<file path="config.mk">
export PLATFORM = sky130hd
export DESIGN_NAME = wave_dac_driver
export DESIGN_NICKNAME = d
export VERILOG_FILES = /design/src/rtl/wave_dac_driver.sv
export SDC_FILE = /design/constraint.sdc
export NUM_CORES = 1
export LEC_CHECK = 0
export ABC_AREA = 1
export BUFFER_PORTS_ARGS = -buffer_cell sky130_fd_sc_hd__buf_2
export CAP_MARGIN = 0
export CORE_MARGIN = 3
export CORE_UTILIZATION = 40
export CTS_BUF_LIST = sky130_fd_sc_hd__clkbuf_8
export CTS_CLUSTER_SIZE = 8
export DETAILED_ROUTE_END_ITERATION = 12
export HOLD_SLACK_MARGIN = 0.06
export PLACE_DENSITY = 0.58
export SYNTH_ARGS = -nofsm -noshare
export SYNTH_HDL_FRONTEND = slang
export SYNTH_SLANG_ARGS = --single-unit
</file>
<file path="constraint.sdc">
create_clock -name i_clock -period 4.6 [get_ports i_clock]
set_input_delay 0.46 -clock i_clock [delete_from_list [all_inputs] [get_ports i_clock]]
set_output_delay 0.46 -clock i_clock [all_outputs]
set_load 0.01 [all_outputs]
</file>
<file path="src/rtl/wave_dac_driver.sv">
// rtl/wave_dac_driver.sv - samples NCO address at a fixed rate, reads wave RAM, shifts 16b frames to an SPI DAC
// Optional midscale mute input enabled by defining WAVE_DAC_MUTE_EN.
module wave_dac_driver #(
  parameter int                   ADDR_WIDTH   = 13,
  parameter int                   SAMPLE_WIDTH = 12,
  parameter int                   CMD_BITS     = 4,
  parameter logic [CMD_BITS-1:0]  DAC_CMD      = 4'b0011,
  parameter int                   DIV_WIDTH    = 8,
  parameter int                   SCLK_HALF    = 2
) (
  input  logic                    i_clock,
  input  logic                    i_reset,
`ifdef WAVE_DAC_MUTE_EN
  input  logic                    i_mute,
`endif
  input  logic [ADDR_WIDTH-1:0]   i_address,
  input  logic [DIV_WIDTH-1:0]    i_rate_div,
  output logic [ADDR_WIDTH-1:0]   o_ram_address,
  output logic                    o_ram_read_en,
  input  logic [SAMPLE_WIDTH-1:0] i_ram_data,
  output logic                    o_dac_cs_n,
  output logic                    o_dac_sclk,
  output logic                    o_dac_mosi,
  output logic                    o_busy,
  output logic                    o_frame_done,
  output logic                    o_overrun
);

  localparam int FRAME_BITS = CMD_BITS + SAMPLE_WIDTH;
  localparam int BIT_W      = $clog2(FRAME_BITS);
  localparam int HALF_W     = (SCLK_HALF > 1) ? $clog2(SCLK_HALF) : 1;

  localparam logic [BIT_W-1:0]  BIT_LAST  = BIT_W'(FRAME_BITS - 1);
  localparam logic [HALF_W-1:0] HALF_LAST = HALF_W'(SCLK_HALF - 1);
  localparam logic [SAMPLE_WIDTH-1:0] MIDSCALE = {1'b1, {(SAMPLE_WIDTH-1){1'b0}}};

  localparam logic [2:0] S_IDLE    = 3'd0;
  localparam logic [2:0] S_READ    = 3'd1;
  localparam logic [2:0] S_CAPTURE = 3'd2;
  localparam logic [2:0] S_SHIFT   = 3'd3;
  localparam logic [2:0] S_DONE    = 3'd4;

  logic [ADDR_WIDTH-1:0]   addr_q1;
  logic [ADDR_WIDTH-1:0]   addr_q2;
  logic [ADDR_WIDTH-1:0]   addr_hold;
  logic [DIV_WIDTH-1:0]    rate_cnt;
  logic                    tick;
  logic [2:0]              state;
  logic [1:0]              retry_cnt;
  logic                    addr_accept;
  logic [FRAME_BITS-1:0]   shift_reg;
  logic [HALF_W-1:0]       half_cnt;
  logic [HALF_W-1:0]       half_now;
  logic                    phase_end;
  logic [BIT_W-1:0]        bit_cnt;
  logic [SAMPLE_WIDTH-1:0] sample;

  always_ff @(posedge i_clock) begin
    addr_q1 <= i_address;
    addr_q2 <= addr_q1;
  end

  assign tick = (rate_cnt == '0);

  always_ff @(posedge i_clock) begin
    if (i_reset || tick) begin
      rate_cnt <= i_rate_div;
    end else begin
      rate_cnt <= rate_cnt - DIV_WIDTH'(1);
    end
  end

  always_ff @(posedge i_clock) begin
    if (i_reset) begin
      o_overrun <= 1'b0;
    end else if (tick && (state != S_IDLE)) begin
      o_overrun <= 1'b1;
    end
  end

  // Two equal synchroniser stages mean the address was stable across a clock;
  // after three mismatches the latest value is taken anyway.
  assign addr_accept   = (state == S_READ) && ((addr_q1 == addr_q2) || (retry_cnt == 2'd3));
  assign o_ram_read_en = addr_accept;
  assign o_ram_address = (state == S_READ) ? addr_q2 : addr_hold;
  assign o_busy        = (state != S_IDLE);
  assign o_frame_done  = (state == S_DONE);

`ifdef WAVE_DAC_MUTE_EN
  assign sample = i_mute ? MIDSCALE : i_ram_data;
`else
  assign sample = i_ram_data;
`endif

  // The CAPTURE clock is the first clock of bit 15's low phase.
  assign half_now  = (state == S_CAPTURE) ? '0 : half_cnt;
  assign phase_end = (half_now == HALF_LAST);

  always_ff @(posedge i_clock) begin
    if (i_reset) begin
      state      <= S_IDLE;
      retry_cnt  <= 2'd0;
      addr_hold  <= '0;
      shift_reg  <= '0;
      half_cnt   <= '0;
      bit_cnt    <= '0;
      o_dac_cs_n <= 1'b1;
      o_dac_sclk <= 1'b0;
      o_dac_mosi <= 1'b0;
    end else begin
      case (state)
        S_IDLE: begin
          if (tick) begin
            state     <= S_READ;
            retry_cnt <= 2'd0;
          end
        end

        S_READ: begin
          if (addr_accept) begin
            addr_hold  <= addr_q2;
            state      <= S_CAPTURE;
            o_dac_cs_n <= 1'b0;
            o_dac_sclk <= 1'b0;
            // Bit 15 is always the command MSB, so it can go out before the RAM data arrives.
            o_dac_mosi <= DAC_CMD[CMD_BITS-1];
          end else begin
            retry_cnt <= retry_cnt + 2'd1;
          end
        end

        S_CAPTURE: begin
          shift_reg <= {DAC_CMD, sample};
          bit_cnt   <= '0;
          state     <= S_SHIFT;
          if (phase_end) begin
            half_cnt   <= '0;
            o_dac_sclk <= 1'b1;
          end else begin
            half_cnt <= half_now + HALF_W'(1);
          end
        end

        S_SHIFT: begin
          if (!phase_end) begin
            half_cnt <= half_cnt + HALF_W'(1);
          end else begin
            half_cnt <= '0;
            if (!o_dac_sclk) begin
              o_dac_sclk <= 1'b1;
            end else if (bit_cnt == BIT_LAST) begin
              o_dac_sclk <= 1'b0;
              o_dac_mosi <= 1'b0;
              o_dac_cs_n <= 1'b1;
              state      <= S_DONE;
            end else begin
              o_dac_sclk <= 1'b0;
              o_dac_mosi <= shift_reg[FRAME_BITS-2];
              shift_reg  <= shift_reg << 1;
              bit_cnt    <= bit_cnt + BIT_W'(1);
            end
          end
        end

        S_DONE: begin
          state <= S_IDLE;
        end

        default: begin
          state <= S_IDLE;
        end
      endcase
    end
  end

endmodule
</file>
==> results.cfg <==
[outcome]
outcome = completed

[clock_network]
cts_buffers = 9
clk_pin_slew_ps = 80
h-tree-depth = 3
clk_latency_ps = 340
clockRootBuffer = clkbuf_8
holdBufCountCts = 0
clockBufferDepth = 2
clock_sinks = 76
postCtsSetupRepairBufs = 0
cts_tree = built
post_cts_resized = 0

[min_path]
min_to = addr_q1[10]
min_from = i_address[10]
min_path_cells = 1
min_path_type = input pin to flip-flop

[pwr]
internal_power_mw = 1.030
ir_drop_uv = 152.5
p_comb_frac = 0.065
power_frac_clock = 0.418
p_leak_nw = 1.764
power.density_mw_per_mm2 = 374.6
sw_frac_of_total = 0.2368
p_switching_mw = 0.3195
power_frac_seq = 0.517

[flow_run]
max_cap_viol_count = 0

[global_routing]
grt_usage = 0.1547
grt_pass1_wl_mm = 10.70
grt_pass1_vias = 2477
antenna_found_initial = 0
grt_overflow_total = 0
grt_max_degree = 36

[worst_setup_path]
arrival_ps = 2300
critPathCaptureType = primary output
crit_path_frequent_cell = nand2_1
cp_slowest_stage_delay_ps = 490
critPathKind = flip-flop to primary output
cp_slowest_cell = inv_1
required_ps = 4140
worstReg2RegStart = state[1]
rr_worst_depth = 8
crit_chain = inv_1, nand2_1, nand2_1, nor2_1, nand2_1, nor2_1, nand2_1, nand2_1, nand2_1, inv_1, buf_2
r2r-end = bit_cnt[3]
cp_max_fo = 17
r2r_slack_ps = 2470
startpoint_type = flip-flop

[synth]
syn_nets = 455
ys_async_sr_fraction = 0
yosysTopAreaCell = dfxtp_1
syn_inst = 416
yosysWarnings = 0
synthFlopType = dfxtp_1
synthesis.area_mm2 = 0.003048
ys_ff_latch = 76
synthTopCellsByArea = dfxtp_1, nand2_1, nor2_1, inv_1, o21ai_0
synth_edf_count = 0
synth_area_per_cell_um2 = 7.327
yosysSeqAreaShare = 0.4992
yosysUniqueCellTypes = 26
synth_top_area_share = 0.4992

[cells_and_area]
final_cell_mix = nand2_1, dfxtp_1, buf_2
final_net_count = 506
diodes = 0
drive_above_1_share = 0.1653
largest_reg_flops = 15
area_growth_pct = 18.19
fin_area_mm2 = 0.003602
nFillCells = 748
mostFrequentLayoutCell = nand2_1

[placed_design]
gp_congestion = 0.7605
postPlaceCellArea_mm2 = 0.003379
portBuffers = 54
dp_hpwl_mm = 4.375

[sta]
fmax_mhz = 362.3
setup_tns_ps = 0
final_max_slew_viol_count = 0
setup_viol = 0
worst_pin_slew_ps = 988.2
fin_crit_sh = 0.6000
slew_headroom = 0.3405
grt_setup_unrepaired = false
fin_crit_ps = 2760
hold_slack_ps = 209.8
finClkSkew_ps = 8.491
hold_viol = 0

[floorplanning]
coreArea_mm2 = 0.007331
initial_core_util = 0.4158
die_area_mm2 = 0.008703
io_pins = 55
rows = 31
dieHeight_um = 93.29
die_w_um = 93.29

[routing]
drt-total-wl_mm = 6.288
drtIter0Drc = 94
via_per_inst = 4.641
post_drt_wl_per_cell_um = 11.01
ant_nets = 0
vias = 2650
route.detailed.drc = 0
firstDrtPassIters = 4
## per-layer routing
layer / track usage / wire length [um]
met4: 0.05495 / 86
met3: 0.04183 / 303
met1: 0.1925 / 3029
met5: 0 / 0
met2: 0.2567 / 2870
## power by group through the flow
| stage | logic [mW] | clock network, mW | registers (mW) |
|---|---|---|---|
| final | 0.0874 | 0.565 | 0.698 |
| after global placement | 0.0869 | 0 | 0.712 |
| after floorplan | 0.0610 | 0 | 0.710 |
| after global routing | 0.104 | 0.607 | 0.701 |
| after detailed placement | 0.0880 | 0 | 0.713 |
| after CTS | 0.0888 | 0.587 | 0.698 |
## final cells by class
class / instances / area (um2) / area share
clock buffer: 9 / 123.9 / 0.03439
clock inverter: 7 / 98.84 / 0.02744
inverter: 51 / 191.4 / 0.05314
multi-input combinational: 275 / 1272 / 0.3532
sequential: 76 / 1521 / 0.4224
tap: 99 / 123.9 / 0.03439
timing repair buffer: 54 / 270.3 / 0.07503
## per-stage QoR
stage	util	setup WS [ps]	total power [mW]	cells
final	0.4914	1840	1.350	571
after global routing	0.4914	1496	1.412	571
after CTS	0.4914	1758	1.373	571
after detailed placement	0.4610	2171	0.8011	555
after global placement	0.4610	2196	0.7992	555
after floorplan	-	2808	0.7707	416
## worst max-delay path by stage
stage,from,endpoint,cells past startpoint
floorplan,state[2],o_ram_address[0],6
global placement,addr_q2[4],o_ram_read_en,11
detailed placement,addr_q2[4],o_ram_read_en,11
CTS,addr_q2[4],o_ram_read_en,11
global route,addr_q2[4],o_ram_read_en,11
finish,addr_q2[4],o_ram_read_en,11
## logic make-up after synthesis
| logic type | Yosys count | synth area share |
|---|---|---|
| flops | 76 | 0.4992 |
| compound gates | 73 | 0.1297 |
| buf+inv | 65 | 0.08333 |
| xor+xnor | 7 | 0.02012 |
| simple gates | 191 | 0.2512 |
| fa+ha+maj | 4 | 0.01642 |
## critical path: cells and delay by family, from the launching register on
kind                   cells  cell delay (ps)
and+or+nand+nor            8              820
DFF                        1              360
buffers and inverters      3              770
## synthesized netlist by cell type, drive strengths merged (4+ instances only)
library cell / instances
buf: 5
inv: 51
ha: 4
xor2: 4
o21ai: 45
nand3: 13
dfxtp: 76
a21oi: 13
nand2: 113
nor2: 56
a31oi: 12
clkbuf: 9
No activity file was read; power rests on OpenSTA's default activity.
